[config.mk]
export PLATFORM = sky130hd
export DESIGN_NAME = zigzag_acc
export DESIGN_NICKNAME = d
export VERILOG_FILES = /design/src/rtl/zigzag_acc.sv
export SDC_FILE = /design/constraint.sdc
export NUM_CORES = 1
export LEC_CHECK = 0
export ABC_AREA = 1
export CAP_MARGIN = 20
export CELL_PAD_IN_SITES_DETAIL_PLACEMENT = 2
export CELL_PAD_IN_SITES_GLOBAL_PLACEMENT = 2
export CORE_ASPECT_RATIO = 2
export CORE_UTILIZATION = 31
export CTS_CLUSTER_DIAMETER = 50
export CTS_CLUSTER_SIZE = 24
export DETAILED_ROUTE_END_ITERATION = 8
export PLACE_DENSITY = 0.89
export SETUP_SLACK_MARGIN = 0.4
export SLEW_MARGIN = 40
export SYNTH_ARGS = -nofsm -noshare
export SYNTH_HDL_FRONTEND = slang
export SYNTH_SLANG_ARGS = --single-unit
[constraint.sdc]
create_clock -name clk -period 5.6 [get_ports clk]
set_input_delay 1.12 -clock clk [delete_from_list [all_inputs] [get_ports clk]]
set_output_delay 1.12 -clock clk [all_outputs]
set_load 0.05 [all_outputs]
[src/rtl/zigzag_acc.sv]
// zigzag_acc: accumulates zig-zag ordered signed partial products into a full-precision result
//
// Ports:
//   clk      clock, all state updates on the rising edge
//   clr      synchronous active-high reset, overrides every other input
//   pw, pd   weight / data precision, latched on the first beat (0 means 1)
//   in_vld   partial product valid
//   in_rdy   beat accepted this cycle when high (== !out_vld)
//   in_dat   signed partial product
//   in_sh    beat opens a new diagonal
//   out_vld  result valid, held until out_rdy
//   out_rdy  consumer takes the result
//   out_dat  signed result (zero while no result is held)
//   busy     multiplication in progress (ACC or HOLD)
//   err      sticky in_sh protocol error, cleared only by clr
module zigzag_acc #(
    parameter int BPREC = 4,
    parameter int BDIN  = 16,
    parameter int BACC  = 48
) (
    input  logic             clk,
    input  logic             clr,
    input  logic [BPREC-1:0] pw,
    input  logic [BPREC-1:0] pd,
    input  logic             in_vld,
    output logic             in_rdy,
    input  logic [BDIN-1:0]  in_dat,
    input  logic             in_sh,
    output logic             out_vld,
    input  logic             out_rdy,
    output logic [BACC-1:0]  out_dat,
    output logic             busy,
    output logic             err
);
    localparam int KW = BPREC + 1;

    typedef enum logic [1:0] {IDLE, ACC, HOLD} state_t;

    state_t           st, st_n;
    logic [BPREC-1:0] pw_r, pd_r;
    logic [KW-1:0]    k, j, len;
    logic [BACC-1:0]  acc;
    logic             err_r;

    logic             take;
    logic [BPREC-1:0] pw_s, pd_s;
    logic [KW-1:0]    k_cur, j_cur, len_cur, k_last, k_adv;
    logic             diag_end, last, exp_sh;
    logic [BACC-1:0]  term;

    // L(k) = min(k+1, p, q, p+q-1-k); the last operand only wraps past the
    // final diagonal, where the result is never used.
    function automatic logic [KW-1:0] diag_len(input logic [KW-1:0] kk,
                                               input logic [BPREC-1:0] p,
                                               input logic [BPREC-1:0] q);
        logic [KW-1:0] m, r;
        m = kk + KW'(1);
        m = (KW'(p) < m) ? KW'(p) : m;
        m = (KW'(q) < m) ? KW'(q) : m;
        r = KW'(p) + KW'(q) - KW'(1) - kk;
        return (r < m) ? r : m;
    endfunction

    // k/j/len hold the position of the NEXT beat; the first beat of a
    // multiplication is always the lone beat of diagonal 0, so IDLE views
    // the position as (0,0) with length 1 regardless of the registers.
    always_comb begin
        take     = in_vld & in_rdy;
        pw_s     = (st == IDLE) ? ((pw == '0) ? BPREC'(1) : pw) : pw_r;
        pd_s     = (st == IDLE) ? ((pd == '0) ? BPREC'(1) : pd) : pd_r;
        k_cur    = (st == IDLE) ? '0 : k;
        j_cur    = (st == IDLE) ? '0 : j;
        len_cur  = (st == IDLE) ? KW'(1) : len;
        k_last   = KW'(pw_s) + KW'(pd_s) - KW'(2);
        diag_end = (j_cur == len_cur - KW'(1));
        last     = diag_end && (k_cur == k_last);
        k_adv    = k_cur + KW'(1);
        exp_sh   = (j_cur == '0) && (k_cur != '0);
        term     = {{(BACC-BDIN){in_dat[BDIN-1]}}, in_dat} << k_cur;
    end

    always_ff @(posedge clk) begin
        if (clr) st <= IDLE;
        else     st <= st_n;
    end

    always_comb begin
        st_n = st;
        case (st)
            IDLE:    st_n = take ? (last ? HOLD : ACC) : IDLE;
            ACC:     st_n = (take && last) ? HOLD : ACC;
            HOLD:    st_n = out_rdy ? IDLE : HOLD;
            default: st_n = IDLE;
        endcase
    end

    always_comb begin
        out_vld = (st == HOLD);
        in_rdy  = !out_vld;
        busy    = (st != IDLE);
        out_dat = out_vld ? acc : '0;
        err     = err_r;
    end

    always_ff @(posedge clk) begin
        if (clr) begin
            acc   <= '0;
            k     <= '0;
            j     <= '0;
            len   <= '0;
            pw_r  <= BPREC'(1);
            pd_r  <= BPREC'(1);
            err_r <= 1'b0;
        end else if (take) begin
            acc   <= ((st == IDLE) ? '0 : acc) + term;
            k     <= diag_end ? k_adv : k_cur;
            j     <= diag_end ? '0 : j_cur + KW'(1);
            len   <= diag_end ? diag_len(k_adv, pw_s, pd_s) : len_cur;
            pw_r  <= pw_s;
            pd_r  <= pd_s;
            err_r <= err_r | (in_sh != exp_sh);
        end else if (st == HOLD && out_rdy) begin
            acc <= '0;
            k   <= '0;
            j   <= '0;
        end
    end
endmodule
# Yosys cells after proc, flatten, opt, wreduce, memory -nomap -nowiden
# Cells that the tools add are included.
# op_classes
add_sub_neg	9
order_cmp	3
n_eq_ne	5
shift	1
muxes	25
bitwise	2
n_reduce_logical	12
# op_table
operator	n
two-way mux 48 bit	4
two-way mux 5 bit	12
adder 48 bit	1
<< shifter 48 x 5 -> 48 bit	1
two-way mux 4 bit	4
adder 5 x 1 -> 5 bit (second input constant)	3
equality test 5 bit	2
less-than comparator 4 x 5 -> 1 bit	2
subtractor 5 x 1 -> 5 bit (second input constant)	2
logical NOT 4 bit	2
two-way mux 2 bit	4
one-hot mux 2 bit (3 select lines)	1
adder 4 x 4 -> 5 bit	1
logical NOT 5 bit	1
less-than comparator 5 bit	1
nonzero test 5 bit	1
subtractor 5 x 2 -> 5 bit (second input constant)	1
subtractor 5 bit	1
logical AND 1 bit	4
nonzero test 2 bit	2
equality test 2 x 1 -> 1 bit (second input constant)	1
equality test 2 bit (second input constant)	1
logical NOT 2 bit	1
AND 1 bit	1
3 further kinds	3
# word_totals
regBits	74
inputBits	29
output_inout_bits	52
wordCells	65

# Depth between registers and ports, before layout
# logic_depth
word_depth	11
mapped_depth	33
ltp_nobuf	32

# Worst setup path before layout
# OpenSTA, ideal clock, no wires.
# synth_timing
kind	input to register
start	in pw[3]
end	reg len[1]
setup_ps	122
t_arrival_ps	4697
required_ps	5478
slack_ps	781
cell_stages	20
n_path_buf	0
cell_sequence	nor4_1 > nor2_1 > nand2_1 > o21ai_0 > inv_1 > ha_1 > inv_1 > fa_1 > fa_1 > o21ai_0 > a21oi_1 > xnor2_1 > xor2_1 > ha_1 > nand2_1 > nor2_1 > a211oi_1 > nand3_1 > nand3_2 > a21oi_2
# synth_between
elab_chain_len	10
word_cells_on_any_way	13
cone_classes	add/sub (3); order compare (3); mux (6); reduce/logical (1)
# synth_lines
element	line	text
start: declaration	23	input logic [BPREC-1:0] pw,
logical NOT 4 bit (*)	69	pw_s = (st == IDLE) ? ((pw == '0) ? BPREC'(1) : pw) : pw_r;
two-way mux 4 bit (*) (2 in a row)	69	
named net pw_s[0]	46	logic [BPREC-1:0] pw_s, pd_s;
parallel branches: the longest is 5 deep, another holds adder 4 x 4 -> 5 bit	--	
two-way mux 5 bit (*)	61	return (r < m) ? r : m;
two-way mux 5 bit (*)	118	len <= diag_end ? diag_len(k_adv, pw_s, pd_s) : len_cur;
end signal: assignment	118	
end: declaration	41	logic [KW-1:0] k, j, len;
# Mark *: on every way through the listed nets, which the timed path passes.
# A chain may end at the register's enable or synchronous reset.

# Worst setup path after layout
# layout_timing
start	in in_dat[8]
end	reg acc[46]
# layout_between
elab_chain_len	3
# layout_lines
element	line	text
start: declaration	27	input logic [BDIN-1:0] in_dat,
<< shifter 48 x 5 -> 48 bit	79	term = {{(BACC-BDIN){in_dat[BDIN-1]}}, in_dat} << k_cur;
adder 48 bit	115	acc <= ((st == IDLE) ? '0 : acc) + term;
two-way mux 48 bit	114	end else if (take) begin
end signal: assignment	115	
end: declaration	42	logic [BACC-1:0] acc;
# Every way passes these cells.

==> results by stage <==
Finish:
- The number of standard cells in the final layout excluding fillers is 1901.
- The total inserted antenna cells is 0.
- The area growth from synthesis to layout is 26.1%.
- After routing the design area is 0.0105 sq mm.
- The final layout net count is 1651.
- The most common library cell in the layout ignoring fill and taps is sky130_fd_sc_hd__nand2_1.
- The share of cells above drive strength 1 is 13.5%.
- Leaving out fill and tap cells, the most frequent cells in the layout are sky130_fd_sc_hd__nand2_1, sky130_fd_sc_hd__nor2_1, sky130_fd_sc_hd__inv_1, sky130_fd_sc_hd__a21oi_1, sky130_fd_sc_hd__o21ai_0.

Power and ir drop:
- For this design the ratio of total power to cell area is 308 mW/mm^2.
- The peak supply drop is 0.130 mV.
- In this run the static leakage power is 4.82 nW.

Synthesis:
- Ranked by total cell area, the synthesized netlist is headed by sky130_fd_sc_hd__dfxtp_1, sky130_fd_sc_hd__nand2_1, sky130_fd_sc_hd__a21oi_1.
- The number of warnings issued by yosys is 0.
- The distinct cell type count after synthesis is 48.
- The fraction of registers with async set or reset after synthesis is 0%.
- Synthesis produced a netlist with a net count of 1536.
- The synthesized design contains 0 enable-type register cells.
- Of the post-synthesis cell area, the dominant cell type holds 17.7%.
- The mapped netlist covers 0.00835 sq mm.
- The sequential-to-total area share from yosys stat is 17.7%.
- The mean area per synthesized cell is 5.81 sq um.
- The top cell type by total area after synthesis is sky130_fd_sc_hd__dfxtp_1.
- In the synthesized netlist, the number of instances is 1437.
- The synthesized design contains 74 register bits.
- The most used flip-flop cell after synthesis is sky130_fd_sc_hd__dfxtp_1.

Drt:
- The detail-routed via count per cell is 5.88.
- The via count of the routed design is 11169.
- The DRC violation count after routing is 0.
- The first detailed-routing pass ran for 5 iterations.
- In the final routed layout, each cell accounts on average for 26.4 microns.
- The final antenna-violating net count is 0.
- The sum of routed wire length over all layers is 50200 microns.
- The violation count after the first detailed-routing iteration is 659.

Critical path:
- The worst setup path is captured at a flop.
- The worst setup path is of the input pin to flop kind.
- The critical path contains buffers and inverters numbering 8 combined.
- For this run, the slowest stage of the critical path takes 480 ps.
- The launch point of the critical path is in_dat[8].
- The length in cells of the worst reg-to-reg path is 31.
- The cell type of the slowest stage on the worst timing path is sky130_fd_sc_hd__clkdlybuf4s50_1.
- The startpoint identified for the worst register-to-register timing path is st[0]$_SDFF_PP0_.
- The end of the worst register-to-register path is acc[46]$_SDFFE_PP0P_.
- The critical path's top delay family is compound AO/OA/AOI/OAI gates.
- STA puts the critical path data arrival time at 5680 ps.
- The register-to-register setup slack is 340 ps.
- The top fanout value on the critical path is 4.
- The required time reported for the critical path endpoint is 5900 ps.
- The worst setup path is launched from an input pin.
- The most frequent cell on the critical path is sky130_fd_sc_hd__inv_1.

Die:
- The number of ports placed on the die boundary is 81.
- The total die area is 0.0276 sq mm.
- The placeable core region is 0.0264 sq mm.
- From bottom edge to top edge, the die measures 234 microns.
- The floorplan step set the die width to 118 microns.
- The number of placement rows is 84.
- The initial core utilization is 31.7%.

Placed design:
- Detailed placement finished with a half-perimeter wire length of 33800 microns.
- The count of port buffers added during placement is 80.
- Summing all placed instances gives a cell area of 0.00989 sq mm.
- The final weighted congestion of routability-driven global placement is 0.964.
- In this run, placement finished with an instance count of 1875.

Timing:
- The count of endpoints failing setup in the final report is 0.
- The final critical path takes up 96.1% of the cycle.
- The final count of hold timing violations was 0.
- The actual slew at the worst max-slew pin is 886 ps.
- Counting I/O delays and the setup requirement, the final critical path takes 5380 ps.
- In this run the tightest slew margin relative to its limit is 40.9%.
- The worst-case clock skew is 16.0 ps.
- Timing would allow up to 186 MHz.
- Setup repair after global routing could not meet its margin everywhere.
- The number of slew-limit violations in the final report was 0.

Clock tree:
- The clock latency on the worst-skew pair is 400 ps.
- The number of clock sinks is 74.
- Buffers inserted during clock tree synthesis total 9.
- The number of hold buffers added after cts is 0.
- The count of H-tree levels built during CTS is 3.
- In this run the deepest clock path goes through 2 buffers.
- Clock-pin slew was measured on the worst setup and hold paths at 70 ps.
- The root cell of the clock tree is sky130_fd_sc_hd__clkbuf_16.
- The TritonCTS clock tree is yes.

Hold path:
- The worst hold path begins at acc[37]$_SDFFE_PP0P_.
- The worst hold path class is flop to flop.
- The worst hold path depth is 2.
- For hold timing, the worst endpoint is acc[37]$_SDFFE_PP0P_.

Global route:
- Entering global routing, the biggest net connects 65 pins.
- Summed over all layers, the global routing overflow is 0.
- The number of global-route vias before repair is 12104.
- The global-route total usage across every layer is 31.6%.
- The number of antenna violations at the first check in global routing is 0.
- The first global-routing pass estimated 66100 microns of wire.

Outcome:
- The run finished with clean final reports.

Job:
- Across the run, the number of max-cap violations was 0.
layer usage:
layer  global-route usage [%]  part of all wire (%)  vias to the layer above
li1                         -                     -                     4942
met1                     26.1                    31                     5507
met2                     62.5                    53                      426
met3                     5.08                   4.9                      294
met4                     29.8                    11                        0
met5                        0                     0                        -
flip-flops by register name, indices dropped and copies added, names as in the netlist:
signal	count
pw_r	4
len	5
j	5
err	1
acc	48
pd_r	4
k	5
st	2
timing repair:
action | 4_1_cts | 5_1_grt
endpoints found under the setup margin | 15 | 28
buffers inserted | 4 | 6
pin swaps | 5 | 18
resized for setup | 30 | 73
worst min-delay path, stage by stage, from the launching register on:
cell and delay [ps]:
sky130_fd_sc_hd__dfxtp_1 310, sky130_fd_sc_hd__nand2_1 60, sky130_fd_sc_hd__a21oi_1 60
synthesized netlist by cell type, types with 2 or more instances:
cell and count:
sky130_fd_sc_hd__nor2_4 2, sky130_fd_sc_hd__o22ai_1 2, sky130_fd_sc_hd__or2_2 11, sky130_fd_sc_hd__buf_6 2
sky130_fd_sc_hd__xor2_1 10, sky130_fd_sc_hd__a211oi_1 3, sky130_fd_sc_hd__nand2_4 5, sky130_fd_sc_hd__a21o_1 10
sky130_fd_sc_hd__xnor2_1 7, sky130_fd_sc_hd__nand2_8 2, sky130_fd_sc_hd__fa_1 3, sky130_fd_sc_hd__o21a_1 10
sky130_fd_sc_hd__a21oi_1 191, sky130_fd_sc_hd__nor3_1 5, sky130_fd_sc_hd__and3_1 3, sky130_fd_sc_hd__o221ai_1 2
sky130_fd_sc_hd__o21ai_0 174, sky130_fd_sc_hd__o2111ai_1 2, sky130_fd_sc_hd__nand3_2 6, sky130_fd_sc_hd__dfxtp_1 74
sky130_fd_sc_hd__buf_4 2, sky130_fd_sc_hd__inv_2 6, sky130_fd_sc_hd__nor2_1 206, sky130_fd_sc_hd__nand2_2 10
sky130_fd_sc_hd__mux2i_1 4, sky130_fd_sc_hd__nor4_1 3, sky130_fd_sc_hd__ha_1 67, sky130_fd_sc_hd__o21bai_1 2
sky130_fd_sc_hd__o211ai_1 5, sky130_fd_sc_hd__nand3_1 39, sky130_fd_sc_hd__nand4_1 8, sky130_fd_sc_hd__nand2_1 287
sky130_fd_sc_hd__inv_1 188, sky130_fd_sc_hd__clkbuf_1 47, sky130_fd_sc_hd__a21boi_0 2, sky130_fd_sc_hd__a21oi_2 4
sky130_fd_sc_hd__nor2_2 5, sky130_fd_sc_hd__a31oi_1 15, sky130_fd_sc_hd__buf_1 4
cells by family after synthesis:
logic type | count (synthesis) | share of synthesized area [%]
compound gates | 423 | 27.0
buf+inv | 251 | 11.6
flops | 74 | 17.7
mux | 4 | 0.479
fa+ha+maj | 70 | 10.8
simple gates | 597 | 30.7
other cells | 1 | 0.0449
xor+xnor | 17 | 1.78
worst max-delay path by stage:
| stage | slack, ps | end | cells after the start |
|---|---|---|---|
| 6_report | 220 | acc[46]$_SDFFE_PP0P_ | 28 |
| 5_1_grt | -90 | acc[47]$_SDFFE_PP0P_ | 25 |
| 4_1_cts | 410 | acc[42]$_SDFFE_PP0P_ | 25 |
| 3_5_place_dp | -320 | len[2]$_SDFFE_PP0P_ | 23 |
| 3_3_place_gp | 50 | acc[46]$_SDFFE_PP0P_ | 28 |
| 2_1_floorplan | 780 | len[1]$_SDFFE_PP0P_ | 20 |
layout make-up:
class	instances	area, sq um
Fill cell	3236	15800
Multi-Input combinational cell	1112	6150
Sequential cell	74	1480
Timing Repair Buffer	160	1420
Inverter	195	738
Tap cell	344	430
Clock buffer	9	225
Clock inverter	7	86.3
metrics by stage:
stage / TNS, ps / setup WS, ps / hold WS [ps] / utilization, % / power, mW
6_report: 0 / 221 / 473 / 39.9 / 3.25
3_3_place_gp: 0 / 52.3 / 449 / 37.5 / 2.07
4_1_cts: 0 / 407 / 476 / 39.0 / 2.96
5_1_grt: -181 / -89.7 / 488 / 39.9 / 3.37
2_1_floorplan: 0 / 781 / 437 / - / 1.61
3_5_place_dp: -2550 / -323 / 465 / 37.5 / 2.20
report_power, final:
group          leakage [nW]  switching, mW  internal [mW]
clock                 0.150          0.320          0.355
combinational          4.06           1.29          0.648
sequential            0.610         0.0491          0.587
total                  4.82           1.65           1.59
Note: power is estimated with default switching activity, not from simulation.
